File: config.mk
export PLATFORM = sky130hd
export DESIGN_NAME = gray_req_arbiter_flat
export DESIGN_NICKNAME = d
export VERILOG_FILES = /design/src/rtl/gray_pkg.sv /design/src/rtl/gray_req_arbiter_if.sv /design/src/rtl/bin2gray_4bit.sv /design/src/rtl/gray2bin_4bit.sv /design/src/rtl/gray_req_arbiter.sv /design/src/flat_wrapper.sv
export SDC_FILE = /design/constraint.sdc
export NUM_CORES = 1
export LEC_CHECK = 0
export CAP_MARGIN = 20
export CORE_UTILIZATION = 48
export DETAILED_ROUTE_END_ITERATION = 8
export MAX_ROUTING_LAYER = met4
export PLACE_DENSITY = 0.79
export SYNTH_ARGS = -nofsm -noshare
export SYNTH_HDL_FRONTEND = slang
export SYNTH_SLANG_ARGS = --single-unit
File: constraint.sdc
create_clock -name clk -period 1.76 [get_ports clk]
set_input_delay 0.264 -clock clk [delete_from_list [all_inputs] [get_ports clk]]
set_output_delay 0.264 -clock clk [all_outputs]
set_load 0.02 [all_outputs]
File: src/rtl/gray_pkg.sv
// Shared definitions for the Gray-code request arbiter: default operand
// width, FSM state encoding and requester IDs.
package gray_pkg;

  localparam int GRAY_WIDTH = 4;

  typedef enum logic [1:0] {
    IDLE = 2'd0,
    CONV = 2'd1,
    HOLD = 2'd2
  } state_t;

  localparam logic REQ0 = 1'b0;
  localparam logic REQ1 = 1'b1;

endpackage

File: src/rtl/gray_req_arbiter_if.sv
// Handshake bundle between the two producers, the consumer and the arbiter.
// The slave modport is the arbiter side, the master modport the environment side.
interface gray_req_arbiter_if #(
  parameter int WIDTH = 4,
  parameter int CNT_W = 8
);
  logic             req0_valid;
  logic [WIDTH-1:0] req0_bin;
  logic             req0_ready;
  logic             req1_valid;
  logic [WIDTH-1:0] req1_bin;
  logic             req1_ready;
  logic             out_valid;
  logic [WIDTH-1:0] out_gray;
  logic             out_id;
  logic             out_ready;
  logic             busy;
  logic [CNT_W-1:0] cnt0;
  logic [CNT_W-1:0] cnt1;
  logic             err;

  modport slave (
    input  req0_valid, req0_bin, req1_valid, req1_bin, out_ready,
    output req0_ready, req1_ready, out_valid, out_gray, out_id,
           busy, cnt0, cnt1, err
  );

  modport master (
    output req0_valid, req0_bin, req1_valid, req1_bin, out_ready,
    input  req0_ready, req1_ready, out_valid, out_gray, out_id,
           busy, cnt0, cnt1, err
  );
endinterface

File: src/rtl/bin2gray_4bit.sv
// Shared 4-bit binary-to-Gray converter (purely combinational).
module bin2gray_4bit (
  input  logic [3:0] i_bin,
  output logic [3:0] o_gray
);
  assign o_gray = i_bin ^ (i_bin >> 1);
endmodule

File: src/rtl/gray2bin_4bit.sv
// 4-bit Gray-to-binary inverse, used only to cross-check the converter output.
module gray2bin_4bit (
  input  logic [3:0] i_gray,
  output logic [3:0] o_bin
);
  assign o_bin[3] = i_gray[3];
  assign o_bin[2] = o_bin[3] ^ i_gray[2];
  assign o_bin[1] = o_bin[2] ^ i_gray[1];
  assign o_bin[0] = o_bin[1] ^ i_gray[0];
endmodule

File: src/rtl/gray_req_arbiter.sv
// Two-requester round-robin front end for the shared bin2gray_4bit converter.
// IDLE accepts one operand, CONV registers the Gray result, HOLD presents it
// until the consumer takes it. Per-requester saturating service counters.
// Optional macro GRAY_SELFCHECK_EN adds a gray2bin_4bit inverse whose
// mismatch against the latched operand sets the sticky err flag.
module gray_req_arbiter
  import gray_pkg::*;
#(
  parameter int WIDTH = GRAY_WIDTH,
  parameter int CNT_W = 8
) (
  input logic               clk,
  input logic               rst,
  gray_req_arbiter_if.slave bus
);

  state_t           r_state;
  logic [WIDTH-1:0] r_bin;
  logic [WIDTH-1:0] r_out_gray;
  logic             r_id;
  logic             r_last;
  logic             r_out_valid;
  logic             r_busy;
  logic [CNT_W-1:0] r_cnt0;
  logic [CNT_W-1:0] r_cnt1;

  logic             w_idle;
  logic             w_gnt;
  logic             w_rdy0;
  logic             w_rdy1;
  logic [WIDTH-1:0] w_gray;

  // Ready is combinational but must read low while reset is applied.
  assign w_idle = (r_state == IDLE) && !rst;
  // Requester 1 wins when alone, or when both ask and requester 0 was served last.
  assign w_gnt  = bus.req1_valid & (~bus.req0_valid | (r_last == REQ0));
  assign w_rdy0 = w_idle & bus.req0_valid & (w_gnt == REQ0);
  assign w_rdy1 = w_idle & bus.req1_valid & (w_gnt == REQ1);

  bin2gray_4bit u_bin2gray (
    .i_bin  (r_bin),
    .o_gray (w_gray)
  );

  // Sequencer: accept, convert, hold until the consumer handshake.
  always_ff @(posedge clk or posedge rst) begin
    if (rst) begin
      r_state     <= IDLE;
      r_bin       <= '0;
      r_out_gray  <= '0;
      r_id        <= REQ0;
      r_last      <= REQ1;
      r_out_valid <= 1'b0;
      r_busy      <= 1'b0;
      r_cnt0      <= '0;
      r_cnt1      <= '0;
    end else begin
      case (r_state)
        IDLE: begin
          if (w_rdy0 || w_rdy1) begin
            r_bin   <= w_rdy1 ? bus.req1_bin : bus.req0_bin;
            r_id    <= w_rdy1 ? REQ1 : REQ0;
            r_busy  <= 1'b1;
            r_state <= CONV;
          end
        end
        CONV: begin
          r_out_gray  <= w_gray;
          r_out_valid <= 1'b1;
          r_state     <= HOLD;
        end
        HOLD: begin
          if (bus.out_ready) begin
            if (r_id == REQ1) begin
              if (r_cnt1 != '1) r_cnt1 <= r_cnt1 + 1'b1;
            end else begin
              if (r_cnt0 != '1) r_cnt0 <= r_cnt0 + 1'b1;
            end
            r_last      <= r_id;
            r_out_valid <= 1'b0;
            r_busy      <= 1'b0;
            r_state     <= IDLE;
          end
        end
        default: begin
          r_out_valid <= 1'b0;
          r_busy      <= 1'b0;
          r_state     <= IDLE;
        end
      endcase
    end
  end

`ifdef GRAY_SELFCHECK_EN
  logic [WIDTH-1:0] w_back;
  logic             r_err;

  gray2bin_4bit u_gray2bin (
    .i_gray (w_gray),
    .o_bin  (w_back)
  );

  // Sticky flag: converter output failed to invert back to the operand.
  always_ff @(posedge clk or posedge rst) begin
    if (rst) begin
      r_err <= 1'b0;
    end else if (r_state == CONV && w_back != r_bin) begin
      r_err <= 1'b1;
    end
  end

  assign bus.err = r_err;
`else
  assign bus.err = 1'b0;
`endif

  assign bus.req0_ready = w_rdy0;
  assign bus.req1_ready = w_rdy1;
  assign bus.out_valid  = r_out_valid;
  assign bus.out_gray   = r_out_gray;
  assign bus.out_id     = r_id;
  assign bus.busy       = r_busy;
  assign bus.cnt0       = r_cnt0;
  assign bus.cnt1       = r_cnt1;

endmodule
File: src/flat_wrapper.sv
// flat-port wrapper written by rule: the top's interface ports become plain ports
module gray_req_arbiter_flat import gray_pkg::*;
#(
  parameter int WIDTH = GRAY_WIDTH,
  parameter int CNT_W = 8
)
  (clk, rst, bus_req0_valid, bus_req0_bin, bus_req1_valid, bus_req1_bin, bus_out_ready, bus_req0_ready, bus_req1_ready, bus_out_valid, bus_out_gray, bus_out_id, bus_busy, bus_cnt0, bus_cnt1, bus_err);
  gray_req_arbiter_if #(.WIDTH(WIDTH), .CNT_W(CNT_W)) bus_i ();
  input logic clk;
  input logic rst;
  input wire logic [$bits(bus_i.req0_valid)-1:0] bus_req0_valid;
  input wire logic [$bits(bus_i.req0_bin)-1:0] bus_req0_bin;
  input wire logic [$bits(bus_i.req1_valid)-1:0] bus_req1_valid;
  input wire logic [$bits(bus_i.req1_bin)-1:0] bus_req1_bin;
  input wire logic [$bits(bus_i.out_ready)-1:0] bus_out_ready;
  output wire logic [$bits(bus_i.req0_ready)-1:0] bus_req0_ready;
  output wire logic [$bits(bus_i.req1_ready)-1:0] bus_req1_ready;
  output wire logic [$bits(bus_i.out_valid)-1:0] bus_out_valid;
  output wire logic [$bits(bus_i.out_gray)-1:0] bus_out_gray;
  output wire logic [$bits(bus_i.out_id)-1:0] bus_out_id;
  output wire logic [$bits(bus_i.busy)-1:0] bus_busy;
  output wire logic [$bits(bus_i.cnt0)-1:0] bus_cnt0;
  output wire logic [$bits(bus_i.cnt1)-1:0] bus_cnt1;
  output wire logic [$bits(bus_i.err)-1:0] bus_err;
  assign bus_i.req0_valid = bus_req0_valid;
  assign bus_i.req0_bin = bus_req0_bin;
  assign bus_i.req1_valid = bus_req1_valid;
  assign bus_i.req1_bin = bus_req1_bin;
  assign bus_i.out_ready = bus_out_ready;
  assign bus_req0_ready = bus_i.req0_ready;
  assign bus_req1_ready = bus_i.req1_ready;
  assign bus_out_valid = bus_i.out_valid;
  assign bus_out_gray = bus_i.out_gray;
  assign bus_out_id = bus_i.out_id;
  assign bus_busy = bus_i.busy;
  assign bus_cnt0 = bus_i.cnt0;
  assign bus_cnt1 = bus_i.cnt1;
  assign bus_err = bus_i.err;
  gray_req_arbiter #(.WIDTH(WIDTH), .CNT_W(CNT_W)) u_core (.clk(clk), .rst(rst), .bus(bus_i));
endmodule
Yosys cells after proc, flatten, opt, wreduce, memory -nomap -nowiden --
Index checks and enable logic that the tools add are counted.
Operators by class: mux-type cells 9, add/sub/neg operators 2, equal/unequal tests 6, bitwise operators 13, reductions and logical operators 11
Operators with widths (number):
- $add 8x1->8 const B | 2
- $ne 8x8->1 const B | 2
- $reduce_and 2->1 | 4
- $reduce_and 4->1 | 2
- $not 1->1 | 6
- $pmux 1 s3 | 2
- $pmux 2 s3 | 1
- $and 1x1->1 | 5
- $mux 2 | 2
- $mux 4 | 1
- $ne 2x2->1 const B | 2
- $xor 4x3->4 | 1
- $mux 1 | 3
- $reduce_and 3->1 | 1
- $eq 2x1->1 const B | 1
- $eq 2x2->1 const B | 1
- $logic_not 2->1 | 1
- $logic_and 1x1->1 | 1
- $logic_not 1->1 | 1
- $logic_or 1x1->1 | 1
- $or 1x1->1 | 1
Storage, ports and cells: bits in registers 30, output and inout bits 26, input bits 13, logic and storage cells 50

Depth between registers and ports, before layout --
word-level depth 8, mapped depth 4

Cells and area by module --
Synthesis repeated with hierarchy kept, for this count alone.
Unflattened totals: cell total of the unflattened synthesis 141, area, all modules 1521.5 µm²
Modules (own cells, without submodules):
- gray_req_arbiter | cells an instance 137, times used 1, seq. area each 752.0 µm², area each 1487.7 µm²
- bin2gray_4bit | cells an instance 4, times used 1, seq. area each 0.0 µm², area each 33.8 µm²

Least setup slack after synthesis --
OpenSTA, ideal clock, no wires.
kind reg2reg, start point register u_core.r_cnt0[0] (netlist: u_core.bus.cnt0[0]), end point register u_core.r_cnt0[1] (netlist: u_core.bus.cnt0[1]), slack 0.096 ns, path buffers 0, arrival 1.540 ns, stages on the path, launching flop included 5, setup time 0.125 ns, required time 1.635 ns, cell sequence dfrtp_1 ha_1 nand4_1 o21ai_2 mux2_2
On the way: longest elaborated chain between the ends 2
RTL lines:
- start: declaration | RTL line gray_req_arbiter.sv:24 | logic [CNT_W-1:0] r_cnt0;
- start signal: assignment | RTL line gray_req_arbiter.sv:77 | if (r_cnt0 != '1) r_cnt0 <= r_cnt0 + 1'b1;
- parallel branches: the longest is 2 deep, another holds $add 8x1->8
Parallel ways; which one is timed is not known. A chain may end at the register's enable or synchronous reset.

Final worst setup path --
start point register u_core.r_id (netlist: u_core.bus.out_id), end point output bus_out_id
RTL lines:
- start: declaration | RTL line gray_req_arbiter.sv:20 | logic r_id;
- start signal: assignment | RTL line gray_req_arbiter.sv:62 | r_id <= w_rdy1 ? REQ1 : REQ0;
- end: declaration | RTL line flat_wrapper.sv:20 | output wire logic [$bits(bus_i.out_id)-1:0] bus_out_id;
No word-level cell between the ends.

==> results.md <==
Power and ir drop:
- The design draws 2.66 mW.
- In this run switching power makes up around 37% of total power.
- The internal power is 1.69 mW.
- The power density normalized to cell area is 1320 nW/um2.
- The clock share of power is between 15 and 20%.
- The peak supply drop is 0.000771 V.
- In this run, flip-flops and latches consume between 40% and 50% of the power.
- Summed over all cells, the static leakage comes to 0.899 nW.
- The switching power of the nets is ~970 uW.
- The logic gate share of total power is 42.6%.

Critical path:
- The signal on the critical path passes through clkdlybuf4s50_1.
- STA classifies the critical path startpoint as a flop.
- The worst-path maximum fanout is 4.
- The data arrival at the endpoint of the critical path is ~1.4 ns.
- The required arrival time at the worst endpoint is 1.50 ns.
- The number of cells on the worst reg-to-reg path is 4.
- The buffering stage count on the worst path with inverters included is 1.
- On the critical path the largest part of the delay comes from buffers and inverters.
- STA classifies the critical path endpoint as an output port.
- The delay of the slowest critical-path stage is 0.65 ns.
- In this run the number of cells on the critical path is 1.
- The slowest cell on the critical path is sky130_fd_sc_hd__clkdlybuf4s50_1.
- The critical path class is flop to output port.

Synthesis:
- The leading cell type by number of instances after synthesis is sky130_fd_sc_hd__dfrtp_1.
- The synthesized instance count is between 100 and 150.
- Of the synthesized area, sequential elements account for about 50%.
- Of all cell types, the one taking the most synthesized area is sky130_fd_sc_hd__dfrtp_1.
- The post-synthesis net count is 154.
- The Yosys step of the flow raised 0 warnings.
- Yosys mapped a number of flops with a built-in enable equal to 0.
- The number of different library cells in the post-synthesis netlist is 44.
- Yosys attributes the largest share of cell area to sky130_fd_sc_hd__dfrtp_1, sky130_fd_sc_hd__mux2_2, sky130_fd_sc_hd__xnor2_1, sky130_fd_sc_hd__o21ai_0, sky130_fd_sc_hd__nand3_1.
- The synthesized cell area is roughly 1500 um2.
- The mean instance size in the synthesized netlist is 10.7 um2.
- In the synthesized netlist the dominant register cell turns out to be sky130_fd_sc_hd__dfrtp_1.
- Summed over its instances, the top area cell type makes up approximately 49% of the synthesized netlist area.
- The commonest cells after synthesis are sky130_fd_sc_hd__dfrtp_1, sky130_fd_sc_hd__o21ai_0, sky130_fd_sc_hd__nand2_1, sky130_fd_sc_hd__xnor2_1.
- The number of register bits inferred by synthesis is 30.
- After synthesis, the share of flip-flops with an asynchronous set or reset is 100%.

CTS:
- The CTS tree is yes.
- For the worst-skew pair, the clock arrives at the later sink with an insertion delay of 0.32 ns.
- Clock tree synthesis inserted a total of 5 buffers.
- The clock tree synthesis step divided the H-tree into 2 levels.
- The clock slew at the register clock pins of the worst setup and hold paths is 0.09 ns.
- The post-CTS repair timing setup buffer count is 0.
- The CTS root buffer is sky130_fd_sc_hd__clkbuf_4.
- The TritonCTS sink count is 30.
- The clock passes through at most 2 buffers.

Floorplanning:
- The total area inside the core boundary comes to around 2900 um2.
- Once the floorplan was initialized, standard cells occupied 52.4% of the core.
- The die is just under 60 um wide.
- The die footprint is roughly 3300 um2.
- In this run the core area contains 19 standard-cell rows.
- The boundary pin count is 39.
- The height of the chip is 57.8 um.

STA:
- The worst clock skew is about 0.011 ns.
- Setup violations remaining at the end of the flow were counted as 0.
- Setup repair after global routing left no endpoint under its margin.
- The number of hold violations in the final report is 0.
- For this run, the top clock speed supported by timing is 591 MHz.
- The minimum clock period is between 1.5 and 2 ns.
- The final worst setup slack is 0.0673 ns.
- The total count of max-transition violations in the final report is 0.
- Dividing the final minimum period by the clock period gives a little under 100%.

Routing:
- The routed layout has 1235 vias.
- The average vias per placed instance is 5.56.
- The DRC marker count from the first detailed-route iteration is 29.
- Dividing the detail-routed wire length by the instance count gives between 10 and 15 um.
- For this run, the detailed router's first-pass iteration total came to 6.
- The total wire length is between 3000 and 4000 um.
- For this run, design rule violations remaining after detail routing come to 2.
- The remaining antenna violation count is 0.

Status:
- The run finished, with violations left.
- The checks that failed: DRC.

Placed design:
- The count of buffers from port buffering is 37.
- Detailed placement ended at an HPWL of ~2400 um.
- The total instance count after detailed placement is 214.
- The weighted congestion at the end of routability-driven global placement is 0.820.
- The setup slack after placement is -0.275 ns.

Final layout:
- The area overhead of the layout relative to synthesis is 35.4%.
- The number of cells in the finished layout apart from fillers is 222.
- The core occupancy in the finished layout is 70.9%.
- The final antenna diode count is 0.
- The share of final-layout standard cells stronger than drive strength 1 is between 10% and 20%.
- The number of nets in the finished design is 205.

GRT:
- The pin count of the biggest net entering global routing is 15.
- The total overflow left after global routing is 0.
- The number of global-route vias before repair was 1241.
- The initial antenna violation count is 0.
- The first-pass GRT wire length is roughly 5300 um.
- For this run, the total global-route usage over all layers was measured as about 22%.

Hold path:
- The tightest min-delay check is of the input pin to asynchronous set/reset pin type.

Job:
- The number of max-cap violations is 0.
-- logic make-up after synthesis --
kind of cell | count (synthesis) | synth area share, %
and+or+nand+nor | 42 | 17.5
DFF | 30 | 50.3
AOI/OAI and AO/OA | 34 | 15.0
xor gates and xnor gates | 10 | 5.86
muxes | 8 | 5.95
buffers and inverters | 12 | 3.43
other | 1 | 0.251
adders and majority gates | 2 | 1.67
-- cell usage in the layout (no fill, tap or decap), types with 2 or more instances in the layout --
cell type	synthesis	layout
sky130_fd_sc_hd__mux2_2	7	7
sky130_fd_sc_hd__and4_1	2	2
sky130_fd_sc_hd__nor2_1	4	4
sky130_fd_sc_hd__and3_1	2	2
sky130_fd_sc_hd__xnor2_1	8	8
sky130_fd_sc_hd__dfrtp_1	29	29
sky130_fd_sc_hd__a21o_1	2	2
sky130_fd_sc_hd__nand3_1	7	7
sky130_fd_sc_hd__clkbuf_4	0	5
sky130_fd_sc_hd__nand2_1	8	8
sky130_fd_sc_hd__xor2_1	2	2
sky130_fd_sc_hd__o21a_1	2	2
sky130_fd_sc_hd__a31oi_1	4	4
sky130_fd_sc_hd__a21oi_1	5	5
sky130_fd_sc_hd__buf_4	1	13
sky130_fd_sc_hd__clkdlybuf4s50_1	0	34
sky130_fd_sc_hd__inv_1	7	7
sky130_fd_sc_hd__or3_1	2	2
sky130_fd_sc_hd__ha_1	2	2
sky130_fd_sc_hd__nand2b_1	3	3
sky130_fd_sc_hd__nand4_1	5	5
sky130_fd_sc_hd__o21ai_0	12	12
-- power by group through the flow --
stage	Combinational, mW	Sequential, mW	Clock, mW
2_1_floorplan	0.414	1.30	0
3_3_place_gp	1.12	1.10	0
3_5_place_dp	1.14	1.12	0
4_1_cts	1.14	1.11	0.433
5_1_grt	1.23	1.14	0.471
6_report	1.13	1.11	0.420
-- layer usage --
metal | wire (um) | track usage, % | share of wire [%]
met1 | 1360 | 25.3 | 44
met2 | 1520 | 36.2 | 49
met3 | 196 | 6.25 | 6.3
met4 | 41 | 6.80 | 1.3
met5 | 0 | - | 0
-- sequential cells by signal, indices dropped and copies added, names as in the netlist --
name / cells
u_core.bus.out_id: 1
u_core.bus.cnt1: 8
u_core.bus.out_gray: 4
u_core.r_bin: 4
u_core.r_last: 1
u_core.bus.out_valid: 1
u_core.r_state: 2
u_core.bus.busy: 1
u_core.bus.cnt0: 8
-- worst paths after layout --
| kind | from | to | slack, ns |
|---|---|---|---|
| min | rst | u_core.r_bin[0]$_DFFE_PP0P_ | 0.36 |
| max | u_core.bus.out_id$_DFFE_PP0P_ | bus_out_id | 0.07 |
| max reg2reg | u_core.bus.cnt1[0]$_DFFE_PP0P_ | u_core.bus.cnt1[5]$_DFFE_PP0P_ | 0.18 |
| min in group clk | u_core.bus.out_gray[2]$_DFFE_PP0P_ | u_core.bus.out_gray[2]$_DFFE_PP0P_ | 0.49 |
| max in group asynchronous | rst | u_core.r_last$_DFFE_PP1P_ | 0.88 |
| min reg2reg | u_core.bus.out_gray[2]$_DFFE_PP0P_ | u_core.bus.out_gray[2]$_DFFE_PP0P_ | 0.49 |
-- per-stage QoR --
stage               area, um2  TNS (ns)  hold WS (ns)
detailed placement       1970    -0.603         0.474
floorplan                1490         0         0.354
global placement         1970    -0.506         0.465
CTS                      2020         0         0.357
finish                   2020         0         0.363
global route             2020         0         0.367
-- worst register-to-register path, stage by stage, from the launching register on --
cell and delay [ns]:
sky130_fd_sc_hd__dfrtp_1 0.44, sky130_fd_sc_hd__ha_1 0.25, sky130_fd_sc_hd__and3_1 0.23, sky130_fd_sc_hd__a2111oi_0 0.41, sky130_fd_sc_hd__mux2i_1 0.12
-- what timing repair did --
item | in CTS | in global routing
pin swaps | 0 | 0
hold buffers | 0 | 0
gates resized for setup | 8 | 2
setup endpoints to repair | 2 | 2
-- cell type report --
| type | instances | area [um2] |
|---|---|---|
| Fill cell | 207 | 830 |
| Sequential cell | 30 | 752 |
| Clock buffer | 7 | 55.1 |
| Inverter | 7 | 26.3 |
| Multi-Input combinational cell | 97 | 691 |
| Tap cell | 31 | 38.8 |
| Clock inverter | 1 | 5.00 |
| Timing Repair Buffer | 49 | 455 |
Power figures use the tool's default switching activity.
